$ cat config.mk
export PLATFORM = sky130hd
export DESIGN_NAME = hs_status_probe
export DESIGN_NICKNAME = d
export VERILOG_FILES = /design/src/rtl/hs_probe_pkg.sv /design/src/rtl/hs_probe_fifo.sv /design/src/rtl/hs_status_probe.sv
export SDC_FILE = /design/constraint.sdc
export NUM_CORES = 1
export LEC_CHECK = 0
export CAP_MARGIN = 20
export CORE_UTILIZATION = 45
export DETAILED_ROUTE_END_ITERATION = 10
export MAX_ROUTING_LAYER = met4
export PLACE_DENSITY = 0.6
export SYNTH_ARGS = -nofsm -noshare
export SYNTH_HDL_FRONTEND = slang
export SYNTH_HIERARCHICAL = 1
export SYNTH_SLANG_ARGS = --single-unit
$ cat constraint.sdc
create_clock -name ap_clk -period 15.6 [get_ports ap_clk]
set_clock_uncertainty 0.15 [all_clocks]
set_input_delay 1.56 -clock ap_clk [delete_from_list [all_inputs] [get_ports ap_clk]]
set_output_delay 1.56 -clock ap_clk [all_outputs]
set_load 0.02 [all_outputs]
$ cat src/rtl/hs_probe_pkg.sv
// Shared types for hs_status_probe: FSM state encoding, record layout and fixed field widths.
package hs_probe_pkg;

  localparam int ID_W      = 4;
  localparam int DROP_W    = 16;
  localparam int REC_CNT_W = 32;

  typedef enum logic [1:0] {
    ST_IDLE,
    ST_RUN,
    ST_DONE_WAIT,
    ST_STOPPED
  } state_e;

  // rec_data is this struct flattened, MSB first, when CNT_W is left at its default.
  typedef struct packed {
    logic [ID_W-1:0]      id;
    logic [REC_CNT_W-1:0] start_cyc;
    logic [REC_CNT_W-1:0] latency;
    logic [REC_CNT_W-1:0] interval;
    logic                 incomplete;
  } rec_t;

endpackage

$ cat src/rtl/hs_probe_fifo.sv
// Synchronous record FIFO with a registered head; a push into a full FIFO lands only if a pop
// happens in the same cycle.
module hs_probe_fifo #(
  parameter int WIDTH = 8,
  parameter int DEPTH = 8
) (
  input  logic             i_clk,
  input  logic             i_rst_n,
  input  logic             i_push,
  input  logic [WIDTH-1:0] i_data,
  input  logic             i_pop,
  output logic             o_full,
  output logic             o_empty,
  output logic [WIDTH-1:0] o_head
);

  localparam int AW = $clog2(DEPTH);
  localparam logic [AW:0] FULL_CNT = (AW+1)'(DEPTH);

  logic [WIDTH-1:0] r_mem [DEPTH];
  logic [AW-1:0]    r_wr_ptr;
  logic [AW-1:0]    r_rd_ptr;
  logic [AW:0]      r_count;
  logic [WIDTH-1:0] r_head;
  logic             w_do_push;
  logic             w_do_pop;
  logic [AW-1:0]    w_rd_next;
  logic [AW:0]      w_count_next;

  assign o_full       = (r_count == FULL_CNT);
  assign o_empty      = (r_count == '0);
  assign o_head       = r_head;
  assign w_do_pop     = i_pop && !o_empty;
  assign w_do_push    = i_push && (!o_full || w_do_pop);
  assign w_rd_next    = r_rd_ptr + AW'(w_do_pop);
  assign w_count_next = r_count + (AW+1)'(w_do_push) - (AW+1)'(w_do_pop);

  always_ff @(posedge i_clk) begin
    if (w_do_push) begin
      r_mem[r_wr_ptr] <= i_data;
    end
  end

  // The head register tracks the entry at the next read pointer, bypassing a push into an empty slot.
  always_ff @(posedge i_clk) begin
    if (!i_rst_n) begin
      r_wr_ptr <= '0;
      r_rd_ptr <= '0;
      r_count  <= '0;
      r_head   <= '0;
    end else begin
      if (w_do_push) begin
        r_wr_ptr <= r_wr_ptr + AW'(1);
      end
      r_rd_ptr <= w_rd_next;
      r_count  <= w_count_next;
      if (w_count_next == '0) begin
        r_head <= '0;
      end else if (w_do_push && (r_wr_ptr == w_rd_next)) begin
        r_head <= i_data;
      end else begin
        r_head <= r_mem[w_rd_next];
      end
    end
  end

endmodule

$ cat src/rtl/hs_status_probe.sv
// Observes an ap_start/ap_done/ap_continue handshake and streams per-transaction timing records.
// Define HS_PROBE_INTERVAL_EN to measure start-to-start intervals; otherwise the field reads 0.
module hs_status_probe
  import hs_probe_pkg::*;
#(
  parameter int MOD_ID     = 0,
  parameter int CNT_W      = 32,
  parameter int FIFO_DEPTH = 8
) (
  input  logic                  ap_clk,
  input  logic                  ap_rst_n,
  input  logic                  ap_start,
  input  logic                  ap_ready,
  input  logic                  ap_done,
  input  logic                  ap_continue,
  input  logic                  finish,
  output logic                  rec_valid,
  input  logic                  rec_ready,
  output logic [ID_W+3*CNT_W:0] rec_data,
  output logic [DROP_W-1:0]     drop_cnt,
  output logic [CNT_W-1:0]      txn_cnt,
  output logic                  busy
);

  localparam int                REC_W   = ID_W + 3*CNT_W + 1;
  localparam logic [ID_W-1:0]   ID      = ID_W'(MOD_ID);
  localparam logic [CNT_W-1:0]  CNT_MAX = '1;

  state_e            r_state;
  logic              r_busy;
  logic [CNT_W-1:0]  r_cyc;
  logic [CNT_W-1:0]  r_start_cyc;
  logic [CNT_W-1:0]  r_txn_cnt;
  logic [DROP_W-1:0] r_drop_cnt;

  logic              w_unused_ready;
  logic              w_start_evt;
  logic              w_push;
  logic              w_pop;
  logic              w_full;
  logic              w_empty;
  logic              w_incomplete;
  logic [CNT_W-1:0]  w_rec_start;
  logic [CNT_W-1:0]  w_latency;
  logic [CNT_W-1:0]  w_interval;
  logic [REC_W-1:0]  w_rec;

  assign w_unused_ready = ap_ready;
  assign w_start_evt    = (r_state == ST_IDLE) && ap_start && !finish;
  assign rec_valid      = !w_empty;
  assign w_pop          = rec_valid && rec_ready;
  assign w_rec          = {ID, w_rec_start, w_latency, w_interval, w_incomplete};
  assign drop_cnt       = r_drop_cnt;
  assign txn_cnt        = r_txn_cnt;
  assign busy           = r_busy;

  // cyc saturates and never falls behind start_cyc, so the difference cannot wrap.
  always_comb begin
    w_push       = 1'b0;
    w_incomplete = 1'b0;
    w_rec_start  = r_start_cyc;
    w_latency    = r_cyc - r_start_cyc;
    case (r_state)
      ST_IDLE: begin
        if (w_start_evt && ap_done) begin
          w_push      = 1'b1;
          w_rec_start = r_cyc;
          w_latency   = '0;
        end
      end
      ST_RUN: begin
        if (finish) begin
          w_push       = 1'b1;
          w_incomplete = 1'b1;
        end else if (ap_done) begin
          w_push = 1'b1;
        end
      end
      default: ;
    endcase
  end

`ifdef HS_PROBE_INTERVAL_EN
  logic [CNT_W-1:0] r_prev_start;
  logic             r_prev_valid;

  always_comb begin
    w_interval = '0;
    if (r_state == ST_IDLE) begin
      if (r_txn_cnt != '0) begin
        w_interval = r_cyc - r_start_cyc;
      end
    end else if (r_prev_valid) begin
      w_interval = r_start_cyc - r_prev_start;
    end
  end

  always_ff @(posedge ap_clk) begin
    if (!ap_rst_n) begin
      r_prev_start <= '0;
      r_prev_valid <= 1'b0;
    end else if (w_start_evt) begin
      r_prev_start <= r_start_cyc;
      r_prev_valid <= (r_txn_cnt != '0);
    end
  end
`else
  assign w_interval = '0;
`endif

  always_ff @(posedge ap_clk) begin
    if (!ap_rst_n) begin
      r_state     <= ST_IDLE;
      r_busy      <= 1'b0;
      r_cyc       <= '0;
      r_start_cyc <= '0;
      r_txn_cnt   <= '0;
      r_drop_cnt  <= '0;
    end else begin
      if (r_cyc != CNT_MAX) begin
        r_cyc <= r_cyc + CNT_W'(1);
      end
      if (w_start_evt) begin
        r_start_cyc <= r_cyc;
        if (r_txn_cnt != CNT_MAX) begin
          r_txn_cnt <= r_txn_cnt + CNT_W'(1);
        end
      end
      if (w_push && w_full && !w_pop && (r_drop_cnt != '1)) begin
        r_drop_cnt <= r_drop_cnt + DROP_W'(1);
      end
      if (finish) begin
        r_state <= ST_STOPPED;
        r_busy  <= 1'b0;
      end else begin
        case (r_state)
          ST_IDLE: begin
            if (ap_start && !ap_done) begin
              r_state <= ST_RUN;
              r_busy  <= 1'b1;
            end
          end
          ST_RUN: begin
            if (ap_done) begin
              r_state <= ap_continue ? ST_IDLE : ST_DONE_WAIT;
              r_busy  <= !ap_continue;
            end
          end
          ST_DONE_WAIT: begin
            if (ap_continue) begin
              r_state <= ST_IDLE;
              r_busy  <= 1'b0;
            end
          end
          default: ;
        endcase
      end
    end
  end

  hs_probe_fifo #(
    .WIDTH (REC_W),
    .DEPTH (FIFO_DEPTH)
  ) u_fifo (
    .i_clk   (ap_clk),
    .i_rst_n (ap_rst_n),
    .i_push  (w_push),
    .i_data  (w_rec),
    .i_pop   (w_pop),
    .o_full  (w_full),
    .o_empty (w_empty),
    .o_head  (rec_data)
  );

endmodule
==> impl_metrics.prom, run 1 <==
# TYPE chip_impl_metric gauge
chip_impl_info{name="run_status",value="finished, final reports clean"} 1
chip_impl_metric{name="final-max-slew-violation-count",unit=""} 0
chip_impl_metric{name="count_of_cell_types_in_the_netlist",unit=""} 72
chip_impl_metric{name="cts_made_buffers",unit=""} 107
chip_impl_metric{name="ys_ff_latch",unit=""} 1034
chip_impl_metric{name="detail_route.vias_per_cell",unit=""} 5.25
chip_impl_metric{name="fp.dieH",unit="um"} 307
chip_impl_metric{name="area_inside_the_core_boundary",unit="sq um"} 91900
chip_impl_metric{name="wl_met1",unit="um"} 42200
chip_impl_metric{name="final-hold-violation-count",unit=""} 0
chip_impl_metric{name="utilization",unit=""} 0.540
chip_impl_metric{name="async_flop_share",unit=""} 0
chip_impl_metric{name="yosysWarningCount",unit=""} 6
chip_impl_metric{name="antenna_diode_instance_count",unit=""} 0
chip_impl_metric{name="wl_per_cell",unit="um"} 20.6
chip_impl_metric{name="gp_routability_congestion",unit=""} 0.888
chip_impl_metric{name="worst_setup_hold_path_clk_slew",unit="ps"} 60
chip_impl_metric{name="htreeDepth",unit=""} 3
chip_impl_metric{name="place.detailed.instances",unit=""} 4626
chip_impl_metric{name="worst-slew-pin-transition",unit="ps"} 1080
chip_impl_metric{name="period_needed",unit="ps"} 6600
chip_impl_metric{name="remaining_drc_errors",unit=""} 0
chip_impl_metric{name="track_usage",unit=""} 0.218
chip_impl_metric{name="instances_no_fill",unit=""} 4840
chip_impl_metric{name="start_util",unit=""} 0.456
chip_impl_metric{name="grt_overflow_total",unit=""} 0
chip_impl_info{name="synth.area.top_cells",value="edfxtp_1 (58%), dfxtp_1 (11%), mux4_2 (4.3%), nand2_1 (4.2%), mux2i_1 (4.0%)"} 1
chip_impl_info{name="timing.rr.end",value="u_fifo/o_head[68]"} 1
chip_impl_metric{name="numClockSinks",unit=""} 1034
chip_impl_metric{name="fin_tns_setup",unit="ps"} 0
chip_impl_metric{name="post-cts-setup-buffer-count",unit=""} 0
chip_impl_metric{name="via_count",unit=""} 25400
chip_impl_metric{name="numPortBuffers",unit=""} 157
chip_impl_metric{name="detailedRoute.firstPassIterationCount",unit=""} 5
chip_impl_info{name="r2r_start",value="u_fifo/r_count[2]"} 1
chip_impl_metric{name="power-per-cell-area",unit="nW/um^2"} 154
chip_impl_metric{name="report.final.setup_viol",unit=""} 0
chip_impl_metric{name="finish.net_count",unit=""} 3562
chip_impl_metric{name="place_area",unit="sq um"} 46100
chip_impl_metric{name="fmax",unit="MHz"} 151
chip_impl_info{name="layout_common_cells",value="edfxtp_1 (808), nand2_1 (468), conb_1 (324), dfxtp_1 (226), mux2i_1 (168)"} 1
chip_impl_metric{name="timing.slew.headroom",unit=""} 0.273
chip_impl_metric{name="path_max_fanout",unit=""} 68
chip_impl_metric{name="syn_inst",unit=""} 3038
chip_impl_info{name="min-delay-start",value="r_start_cyc[10]"} 1
chip_impl_metric{name="netlist_area",unit="sq um"} 41900
chip_impl_metric{name="post_cts_resized",unit=""} 0
chip_impl_metric{name="die_area",unit="sq um"} 94400
chip_impl_metric{name="initial_antenna_violation_count",unit=""} 1
chip_impl_metric{name="core.rowCount",unit=""} 111
chip_impl_metric{name="worst-endpoint-arrival",unit="ps"} 6990
chip_impl_metric{name="grt_max_degree",unit=""} 146
chip_impl_metric{name="grt_first_pass_wirelength",unit="um"} 152000
chip_impl_metric{name="ctsHoldBuffers",unit=""} 0
chip_impl_metric{name="synth.avg_cell_area",unit="sq um"} 13.8
chip_impl_info{name="tritoncts",value="yes"} 1
chip_impl_metric{name="finalInstanceArea",unit="sq um"} 49700
chip_impl_info{name="grt_setup_unrepaired",value="no"} 1
chip_impl_info{name="synth-main-ff-cell",value="edfxtp_1"} 1
chip_impl_metric{name="required",unit="ps"} 15980
chip_impl_metric{name="total_power",unit="mW"} 7.65
chip_impl_info{name="synthDominantAreaCellType",value="edfxtp_1"} 1
chip_impl_info{name="holdCritPathClass",value="reg2reg"} 1
chip_impl_metric{name="wirelength",unit="um"} 99600
chip_impl_metric{name="insertion_delay",unit="ps"} 680
chip_impl_metric{name="area_growth",unit="%"} 18.5
chip_impl_metric{name="met3_length",unit="um"} 4740
chip_impl_metric{name="r2r_slack",unit="ps"} 9790
chip_impl_metric{name="num_io_pins",unit=""} 159
chip_impl_metric{name="leakage",unit="nW"} 17.1
chip_impl_info{name="worst-setup-path-type",value="in2reg"} 1
chip_impl_metric{name="peak_supply_drop",unit="mV"} 0.145
chip_impl_metric{name="synth.yosys.seq_area_share",unit=""} 0.687
chip_impl_info{name="min_delay_worst_endpoint",value="r_start_cyc[10]"} 1
chip_impl_metric{name="detailed_place_hpwl",unit="um"} 54200
chip_impl_metric{name="worstHoldPathCells",unit=""} 2
chip_impl_metric{name="period_share",unit=""} 0.423
chip_impl_info{name="worst_setup_path_start_kind",value="primary input"} 1
chip_impl_info{name="critical_path_capture_point_type",value="flop"} 1
chip_impl_metric{name="vias_in_the_first_global_route",unit=""} 26300
chip_impl_info{name="top_layer",value="met4"} 1
chip_impl_metric{name="drv_cap",unit=""} 0
chip_impl_metric{name="synth-edff-count",unit=""} 808
chip_impl_info{name="layout.cells.most_common",value="edfxtp_1"} 1
chip_impl_metric{name="yosys.area.top_type_share",unit=""} 0.579
chip_impl_metric{name="fp.dieW",unit="um"} 307
chip_impl_metric{name="drive_gt1_frac",unit=""} 0.0934
chip_impl_metric{name="reg2reg_depth",unit=""} 15
chip_impl_metric{name="wl_met2",unit="um"} 49600
chip_impl_metric{name="max-clock-path-buffers",unit=""} 3
chip_impl_info{name="cts_root_buffer",value="clkbuf_16"} 1
chip_impl_metric{name="dr.first_iter.drc_count",unit=""} 1815
chip_impl_metric{name="route.antenna.remaining_nets",unit=""} 0
[logic make-up after synthesis]
group / Yosys count / synth area share
xor gates and xnor gates: 90 / 0.0190
and+or+nand+nor: 993 / 0.111
adders and majority gates: 50 / 0.0153
AOI/OAI and AO/OA: 385 / 0.0620
muxes: 249 / 0.0833
DFF: 1034 / 0.687
buffers and inverters: 236 / 0.0227
other: 1 / 0.0000894
[final cells by class]
cell class,instances,area [sq um]
clock inverters,36,344
well taps,1243,1560
repair buffers,207,2030
multi-input cells,2091,13600
inverters,63,236
flip-flops and latches,1034,28800
fillers,7634,42300
clock buffers,166,3170
[layer usage]
metal	vias to the layer above	GRT usage
met2	636	0.361
met4	0	0.0802
met3	165	0.0295
li1	11900	-
met1	12700	0.275
met5	-	-
[per-stage QoR]
step	hold WS, ps	setup slack (ps)
after floorplan	293	2760
after global placement	302	8240
after detailed placement	310	8220
after CTS	318	8930
after global routing	333	8640
final	314	9000
[state kept, by name, summed over array words and instances, names as in the netlist, 2 cells and up]
register	cells
drop_cnt	16
r_cyc	32
r_start_cyc	32
r_state	2
txn_cnt	32
u_fifo/o_head	101
u_fifo/r_count	4
u_fifo/r_mem	808
u_fifo/r_rd_ptr	3
u_fifo/r_wr_ptr	3
[critical path: stages]
cell,delay [ps]
clkdlybuf4s50_1,620
nor2b_1,360
nor2b_1,370
ha_4,190
ha_4,190
xnor2_4,120
buf_4,660
xnor2_1,280
or4_4,640
buf_4,640
buf_4,760
nor2_1,80
a211oi_1,430
[worst max-delay path by stage]
stage	start	depth (start not counted)	to	slack, ps
3_3_place_gp	rec_ready	13	u_fifo/o_head[68]	8240
3_5_place_dp	rec_ready	13	u_fifo/o_head[68]	8220
6_report	rec_ready	13	u_fifo/o_head[68]	9000
5_1_grt	rec_ready	13	u_fifo/o_head[68]	8640
4_1_cts	rec_ready	13	u_fifo/o_head[68]	8930
2_1_floorplan	finish	5	u_fifo/r_mem[0][0]	2760
[power by group]
group	leakage [nW]	switching, mW	total [mW]	internal [mW]
Combinational	6.17	1.15	1.90	0.751
Sequential	9.19	0.0714	3.24	3.17
Clock	1.72	1.03	2.51	1.48
[Yosys cell counts, types with 4 or more instances]
cell type  number
nand2_1       468
and4_1         13
a22oi_1        61
a21oi_1        96
and3_1         15
buf_1           9
nor2b_1        18
o21bai_1        6
mux4_2         80
mux2i_1       168
a21boi_0       47
a211oi_2       10
a211o_1         4
a211oi_1       32
xor2_1         39
buf_2          30
nor2_1         98
nor3_1         27
o21a_1          9
dfxtp_1       226
nand3_1       158
nand4_1        85
edfxtp_1      808
or3_1          15
a31oi_1         4
nor4_1          4
inv_1          63
xnor2_1        50
ha_1           48
and2_1         69
clkbuf_1      126
nand2b_1        5
a21o_1         16
o21ai_0        67
buf_4           7
(Power assumes the default switching activity.)
==> run 2, diff against run 1 <==
--- a/config.mk
+++ b/config.mk
@@ -9,7 +9,7 @@
 export CORE_UTILIZATION = 45
 export DETAILED_ROUTE_END_ITERATION = 10
 export MAX_ROUTING_LAYER = met4
-export PLACE_DENSITY = 0.6
+export PLACE_DENSITY = 0.62
 export SYNTH_ARGS = -nofsm -noshare
 export SYNTH_HDL_FRONTEND = slang
 export SYNTH_HIERARCHICAL = 1
==> constraint.sdc (replaced) <==
create_clock -name ap_clk -period 5.4 [get_ports ap_clk]
set_clock_uncertainty 0.15 [all_clocks]
set_input_delay 0.54 -clock ap_clk [delete_from_list [all_inputs] [get_ports ap_clk]]
set_output_delay 0.54 -clock ap_clk [all_outputs]
set_load 0.02 [all_outputs]
==> impl_metrics.prom, run 2 (same netlist as run 1, synthesis figures left out) <==
# TYPE chip_impl_metric gauge
chip_impl_info{name="run_status",value="finished, final reports clean"} 1
chip_impl_metric{name="finalInstanceArea",unit="sq um"} 50100
chip_impl_metric{name="fp.dieW",unit="um"} 307
chip_impl_info{name="crit_path_frequent_cell",value="ha_1"} 1
chip_impl_metric{name="cts_made_buffers",unit=""} 105
chip_impl_metric{name="worst_setup_hold_path_clk_slew",unit="ps"} 60
chip_impl_metric{name="detail_route.vias_per_cell",unit=""} 5.12
chip_impl_metric{name="power-per-cell-area",unit="nW/um^2"} 446
chip_impl_metric{name="wirelength",unit="um"} 94700
chip_impl_metric{name="ff_latch_area",unit="sq um"} 28800
chip_impl_metric{name="final-max-slew-violation-count",unit=""} 0
chip_impl_metric{name="multi_input_area",unit="sq um"} 13600
chip_impl_metric{name="antenna_diode_instance_count",unit=""} 0
chip_impl_metric{name="period_needed",unit="ps"} 4560
chip_impl_metric{name="detailedRoute.firstPassIterationCount",unit=""} 5
chip_impl_metric{name="drv_cap",unit=""} 0
chip_impl_metric{name="worst-slew-pin-transition",unit="ps"} 1180
chip_impl_metric{name="remaining_drc_errors",unit=""} 0
chip_impl_info{name="cts_root_buffer",value="clkbuf_16"} 1
chip_impl_metric{name="vias_in_the_first_global_route",unit=""} 24700
chip_impl_metric{name="report.final.setup_viol",unit=""} 0
chip_impl_metric{name="drive_gt1_frac",unit=""} 0.0999
chip_impl_info{name="worstPathCellList",value="inv_1 > ha_1 > nor3b_1 > nor2b_1 > nor2b_1 > o21ai_2 > ha_1 > inv_1 > ha_1 > fa_1 > o41ai_2 > buf_4 > buf_12 > a21oi_1"} 1
chip_impl_metric{name="wl_per_cell",unit="um"} 19.5
chip_impl_metric{name="layout.filler_cells",unit=""} 7590
chip_impl_metric{name="post_cts_resized",unit=""} 0
chip_impl_metric{name="utilization",unit=""} 0.545
chip_impl_info{name="cp_slowest_cell",value="o21ai_2"} 1
chip_impl_metric{name="clock_power_share",unit=""} 0.338
chip_impl_metric{name="numPortBuffers",unit=""} 157
chip_impl_metric{name="via_count",unit=""} 24800
chip_impl_info{name="tritoncts",value="yes"} 1
chip_impl_metric{name="initial_antenna_violation_count",unit=""} 0
chip_impl_metric{name="detailed_place_hpwl",unit="um"} 51600
chip_impl_metric{name="ctsHoldBuffers",unit=""} 0
chip_impl_metric{name="internal_power",unit="mW"} 15.9
chip_impl_metric{name="seq_power_share",unit=""} 0.419
chip_impl_metric{name="final-hold-violation-count",unit=""} 0
chip_impl_metric{name="place_area",unit="sq um"} 46400
chip_impl_metric{name="fin_hold_ws",unit="ps"} 288
chip_impl_metric{name="grt_first_pass_wirelength",unit="um"} 145000
chip_impl_info{name="registers.top_by_ff_count",value="u_fifo/r_mem"} 1
chip_impl_metric{name="cp_num_buf_inv",unit=""} 4
chip_impl_metric{name="dr.first_iter.drc_count",unit=""} 1828
chip_impl_metric{name="worst-endpoint-arrival",unit="ps"} 4960
chip_impl_info{name="grt_setup_unrepaired",value="no"} 1
chip_impl_metric{name="insertion_delay",unit="ps"} 680
chip_impl_metric{name="num_io_pins",unit=""} 159
chip_impl_metric{name="post-cts-setup-buffer-count",unit=""} 0
chip_impl_metric{name="fmax",unit="MHz"} 219
chip_impl_metric{name="power.share.switching",unit=""} 0.289
chip_impl_info{name="worst-setup-path-type",value="reg2reg"} 1
chip_impl_info{name="critical_path_capture_point_type",value="flop"} 1
chip_impl_metric{name="die_area",unit="sq um"} 94400
chip_impl_metric{name="leakage",unit="nW"} 17.2
chip_impl_metric{name="critPathMaxStageDelay",unit="ps"} 670
chip_impl_metric{name="power.share.combinational",unit=""} 0.244
chip_impl_metric{name="period_share",unit=""} 0.845
chip_impl_metric{name="largest_register_ff_count",unit=""} 808
chip_impl_metric{name="area_inside_the_core_boundary",unit="sq um"} 91900
chip_impl_metric{name="peak_supply_drop",unit="mV"} 0.295
chip_impl_metric{name="htreeDepth",unit=""} 3
chip_impl_metric{name="start_util",unit=""} 0.456
chip_impl_metric{name="path_max_fanout",unit=""} 46
chip_impl_metric{name="finish.net_count",unit=""} 3569
chip_impl_metric{name="area_growth",unit="%"} 19.5
chip_impl_info{name="layout_common_cells",value="edfxtp_1 (808), nand2_1 (468), conb_1 (324), dfxtp_1 (226), mux2i_1 (168)"} 1
chip_impl_metric{name="route.antenna.remaining_nets",unit=""} 0
chip_impl_metric{name="p_switching",unit="mW"} 6.46
chip_impl_info{name="layout.cells.most_common",value="edfxtp_1"} 1
chip_impl_metric{name="fp.dieH",unit="um"} 307
chip_impl_metric{name="grt_overflow_total",unit=""} 0
chip_impl_metric{name="gp_routability_congestion",unit=""} 0.912
chip_impl_metric{name="track_usage",unit=""} 0.207
chip_impl_metric{name="required",unit="ps"} 5800
chip_impl_metric{name="core.rowCount",unit=""} 111
chip_impl_info{name="holdCritPathClass",value="in2reg"} 1
chip_impl_metric{name="timing.slew.headroom",unit=""} 0.203
chip_impl_info{name="timing.critical_path.max_delay_family",value="adder cells"} 1
chip_impl_metric{name="numClockSinks",unit=""} 1034
chip_impl_metric{name="max-clock-path-buffers",unit=""} 3
chip_impl_metric{name="grt_max_degree",unit=""} 123
chip_impl_info{name="worst_setup_path_start_kind",value="flop"} 1
## run 2: path summary, 6_finish.rpt
check | start | to | slack, ps | depth (start not counted)
max | u_fifo/r_count[2] | u_fifo/o_head[29] | 840 | 14
min | ap_rst_n | r_state[1] | 290 | 3
max reg2reg | u_fifo/r_count[2] | u_fifo/o_head[29] | 840 | 14
min reg2reg | r_start_cyc[12] | r_start_cyc[12] | 310 | 2
## run 2: worst reg2reg max path, cell delays in order, from the launching register on
cell	delay [ps]
dfxtp_1	290
inv_1	90
ha_1	180
nor3b_1	400
nor2b_1	190
nor2b_1	190
o21ai_2	670
ha_1	360
inv_1	60
ha_1	180
fa_1	460
o41ai_2	380
buf_4	360
buf_12	340
a21oi_1	130
## run 2: cell type report
class                           count  share of cell area
Tap cell                         1243              0.0310
Clock buffer                      154              0.0607
Multi-Input combinational cell   2091               0.271
Clock inverter                     45              0.0122
Inverter                           63             0.00472
Timing Repair Buffer              216              0.0456
Sequential cell                  1034               0.574
## run 2: power groups by stage
| stage | sequential [mW] | combinational, mW | clock (mW) |
|---|---|---|---|
| 2_1_floorplan | 9.77 | 3.27 | 0 |
| 3_3_place_gp | 9.55 | 5.46 | 0 |
| 3_5_place_dp | 9.55 | 5.53 | 0 |
| 4_1_cts | 9.38 | 5.55 | 7.71 |
| 5_1_grt | 9.40 | 5.94 | 8.02 |
| 6_report | 9.36 | 5.44 | 7.54 |
## run 2: per-layer routing
| metal | vias up | part of all wire | global-route usage |
|---|---|---|---|
| met1 | 12100 | 0.44 | 0.274 |
| li1 | 11900 | - | - |
| met4 | 0 | 0.021 | 0.0547 |
| met5 | - | 0 | - |
| met3 | 144 | 0.052 | 0.0283 |
| met2 | 609 | 0.49 | 0.337 |
## run 2: per-stage QoR
| stage | worst slack, ps | TNS (ps) | total power, mW | instances |
|---|---|---|---|---|
| finish | 838 | 0 | 22.3 | 4846 |
| global route | 532 | 0 | 23.4 | 4846 |
| floorplan | -965 | -537140 | 13.0 | 3361 |
| detailed placement | 607 | 0 | 15.1 | 4640 |
| global placement | 628 | 0 | 15.0 | 4638 |
| CTS | 811 | 0 | 22.6 | 4839 |
==> run 3, diff against run 2 <==
--- a/config.mk
+++ b/config.mk
@@ -9,7 +9,7 @@
 export CORE_UTILIZATION = 45
 export DETAILED_ROUTE_END_ITERATION = 10
 export MAX_ROUTING_LAYER = met4
-export PLACE_DENSITY = 0.62
+export PLACE_DENSITY = 0.6
 export SYNTH_ARGS = -nofsm -noshare
 export SYNTH_HDL_FRONTEND = slang
 export SYNTH_HIERARCHICAL = 1
==> constraint.sdc (replaced) <==
create_clock -name ap_clk -period 4.4 [get_ports ap_clk]
set_clock_uncertainty 0.15 [all_clocks]
set_input_delay 0.44 -clock ap_clk [delete_from_list [all_inputs] [get_ports ap_clk]]
set_output_delay 0.44 -clock ap_clk [all_outputs]
set_load 0.02 [all_outputs]
==> impl_metrics.prom, run 3 (same netlist as run 1, synthesis figures left out) <==
# TYPE chip_impl_metric gauge
chip_impl_metric{name="path_max_fanout",unit=""} 9
chip_impl_info{name="worst_setup_path_start_kind",value="flop"} 1
chip_impl_info{name="run_status",value="finished, final reports clean"} 1
chip_impl_metric{name="num_io_pins",unit=""} 159
chip_impl_metric{name="grt_overflow_total",unit=""} 0
chip_impl_metric{name="post-cts-setup-buffer-count",unit=""} 0
chip_impl_metric{name="fin_tns_setup",unit="ps"} 0
chip_impl_info{name="tritoncts",value="yes"} 1
chip_impl_metric{name="cts_made_buffers",unit=""} 105
chip_impl_info{name="worst-setup-path-type",value="reg2reg"} 1
chip_impl_metric{name="start_util",unit=""} 0.456
chip_impl_metric{name="reg2reg_depth",unit=""} 13
chip_impl_metric{name="largest_register_ff_count",unit=""} 808
chip_impl_metric{name="leakage",unit="nW"} 17.5
chip_impl_info{name="r2r_start",value="r_cyc[0]"} 1
chip_impl_metric{name="remaining_drc_errors",unit=""} 0
chip_impl_info{name="timing.rr.end",value="u_fifo/o_head[63]"} 1
chip_impl_metric{name="post_cts_resized",unit=""} 0
chip_impl_metric{name="numClockSinks",unit=""} 1034
chip_impl_info{name="worstSetupStartpoint",value="r_cyc[0]"} 1
chip_impl_metric{name="critPathMaxStageDelay",unit="ps"} 570
chip_impl_metric{name="timing.slew.headroom",unit=""} 0.245
chip_impl_metric{name="via_count",unit=""} 25400
chip_impl_metric{name="htreeDepth",unit=""} 3
chip_impl_metric{name="detailed_place_hpwl",unit="um"} 56600
chip_impl_metric{name="wl_per_cell",unit="um"} 20.4
chip_impl_metric{name="area_growth",unit="%"} 20.6
chip_impl_info{name="cp_slowest_cell",value="nor3_1"} 1
chip_impl_metric{name="fp.dieW",unit="um"} 307
chip_impl_metric{name="peak_supply_drop",unit="mV"} 0.671
chip_impl_metric{name="detail_route.vias_per_cell",unit=""} 5.21
chip_impl_metric{name="period_share",unit=""} 0.860
chip_impl_metric{name="numPortBuffers",unit=""} 157
chip_impl_metric{name="cp_num_cells",unit=""} 13
chip_impl_metric{name="fp.dieH",unit="um"} 307
chip_impl_info{name="grt_setup_unrepaired",value="no"} 1
chip_impl_metric{name="ctsHoldBuffers",unit=""} 0
chip_impl_metric{name="area_inside_the_core_boundary",unit="sq um"} 91900
chip_impl_metric{name="wirelength",unit="um"} 99500
chip_impl_metric{name="fin_hold_ws",unit="ps"} 179
chip_impl_info{name="crit_path_frequent_cell",value="inv_1"} 1
chip_impl_metric{name="required",unit="ps"} 4870
chip_impl_metric{name="max-clock-path-buffers",unit=""} 3
chip_impl_metric{name="vias_in_the_first_global_route",unit=""} 26200
chip_impl_metric{name="initial_antenna_violation_count",unit=""} 0
chip_impl_metric{name="worst-slew-pin-transition",unit="ps"} 1120
chip_impl_metric{name="drive_gt1_frac",unit=""} 0.111
chip_impl_metric{name="gp_routability_congestion",unit=""} 0.900
chip_impl_metric{name="grt_first_pass_wirelength",unit="um"} 152000
chip_impl_metric{name="worst_setup_hold_path_clk_slew",unit="ps"} 70
chip_impl_metric{name="worst-endpoint-arrival",unit="ps"} 4250
chip_impl_info{name="holdCritPathClass",value="in2reg"} 1
chip_impl_metric{name="period_needed",unit="ps"} 3780
chip_impl_info{name="cts_root_buffer",value="clkbuf_16"} 1
chip_impl_metric{name="drv_cap",unit=""} 0
chip_impl_metric{name="core.rowCount",unit=""} 111
chip_impl_metric{name="finish.net_count",unit=""} 3599
chip_impl_metric{name="detailedRoute.firstPassIterationCount",unit=""} 5
chip_impl_info{name="critical_path_capture_point_type",value="flop"} 1
chip_impl_metric{name="insertion_delay",unit="ps"} 690
chip_impl_metric{name="die_area",unit="sq um"} 94400
chip_impl_metric{name="fmax",unit="MHz"} 264
chip_impl_metric{name="track_usage",unit=""} 0.218
chip_impl_info{name="critPathCapture",value="u_fifo/o_head[63]"} 1
chip_impl_info{name="registers.top_by_ff_count",value="u_fifo/r_mem"} 1
chip_impl_metric{name="power-per-cell-area",unit="nW/um^2"} 550
chip_impl_metric{name="final-max-slew-violation-count",unit=""} 0
chip_impl_info{name="timing.critical_path.max_delay_family",value="compound AO/OA/AOI/OAI gates"} 1
chip_impl_metric{name="report.final.setup_viol",unit=""} 0
chip_impl_metric{name="worstHoldPathCells",unit=""} 3
chip_impl_info{name="layout.cells.most_common",value="edfxtp_1"} 1
chip_impl_metric{name="antenna_diode_instance_count",unit=""} 0
chip_impl_metric{name="route.antenna.remaining_nets",unit=""} 0
chip_impl_info{name="layout_common_cells",value="edfxtp_1 (808), nand2_1 (468), conb_1 (324), dfxtp_1 (224), mux2i_1 (168)"} 1
chip_impl_info{name="worstPathCellList",value="inv_1 > ha_1 > inv_1 > fa_1 > a21o_1 > a31oi_1 > nor3_1 > o21ai_0 > a2111o_1 > a211oi_1 > nand2b_1 > nand2_1 > a21oi_1"} 1
chip_impl_metric{name="dr.first_iter.drc_count",unit=""} 1987
chip_impl_metric{name="cp_num_buf_inv",unit=""} 2
chip_impl_metric{name="r2r_slack",unit="ps"} 620
chip_impl_metric{name="final-hold-violation-count",unit=""} 0
chip_impl_metric{name="grt_max_degree",unit=""} 123
## run 3: final cells by class
| class | count | area (sq um) |
|---|---|---|
| clock buffers | 136 | 2890 |
| flip-flops and latches | 1034 | 28800 |
| clock inverters | 63 | 732 |
| multi-input cells | 2091 | 13700 |
| repair buffers | 246 | 2690 |
| fillers | 7514 | 41400 |
| well taps | 1243 | 1560 |
| inverters | 63 | 236 |
## run 3: how the worst min path moves through the flow
stage	from	to	slack [ps]
finish	ap_rst_n	r_state[0]	180
global route	ap_rst_n	r_state[0]	190
CTS	ap_rst_n	r_state[0]	150
detailed placement	r_start_cyc[19]	r_start_cyc[19]	310
global placement	r_start_cyc[9]	r_start_cyc[9]	300
floorplan	r_start_cyc[10]	r_start_cyc[10]	290
## run 3: where the power goes
group	internal [mW]	switching, mW	leakage [nW]
clock	5.47	3.73	1.77
combinational	3.03	4.07	6.49
sequential	11.2	0.275	9.19
total	19.7	8.08	17.5
## run 3: layer usage
layer  up-vias  track usage  routed length [um]
met5         -            -                   0
met4         0       0.0749                2870
met3       170       0.0301                5060
met2       637        0.364               49600
met1     12600        0.275               42000
li1      12000            -                   -
## run 3: per-stage QoR
stage	worst slack (ps)	area (sq um)	cells	util	power (mW)
2_1_floorplan	-653	43300	3361	-	16.1
3_3_place_gp	322	46900	4672	0.510	18.8
3_5_place_dp	258	46900	4672	0.510	18.9
4_1_cts	619	50500	4871	0.549	28.2
5_1_grt	286	50600	4876	0.550	29.0
6_report	618	50600	4876	0.550	27.8
## run 3: worst min-delay path, cell delays in order
cell and delay (ps):
buf_2 140, buf_4 240, o21a_1 140
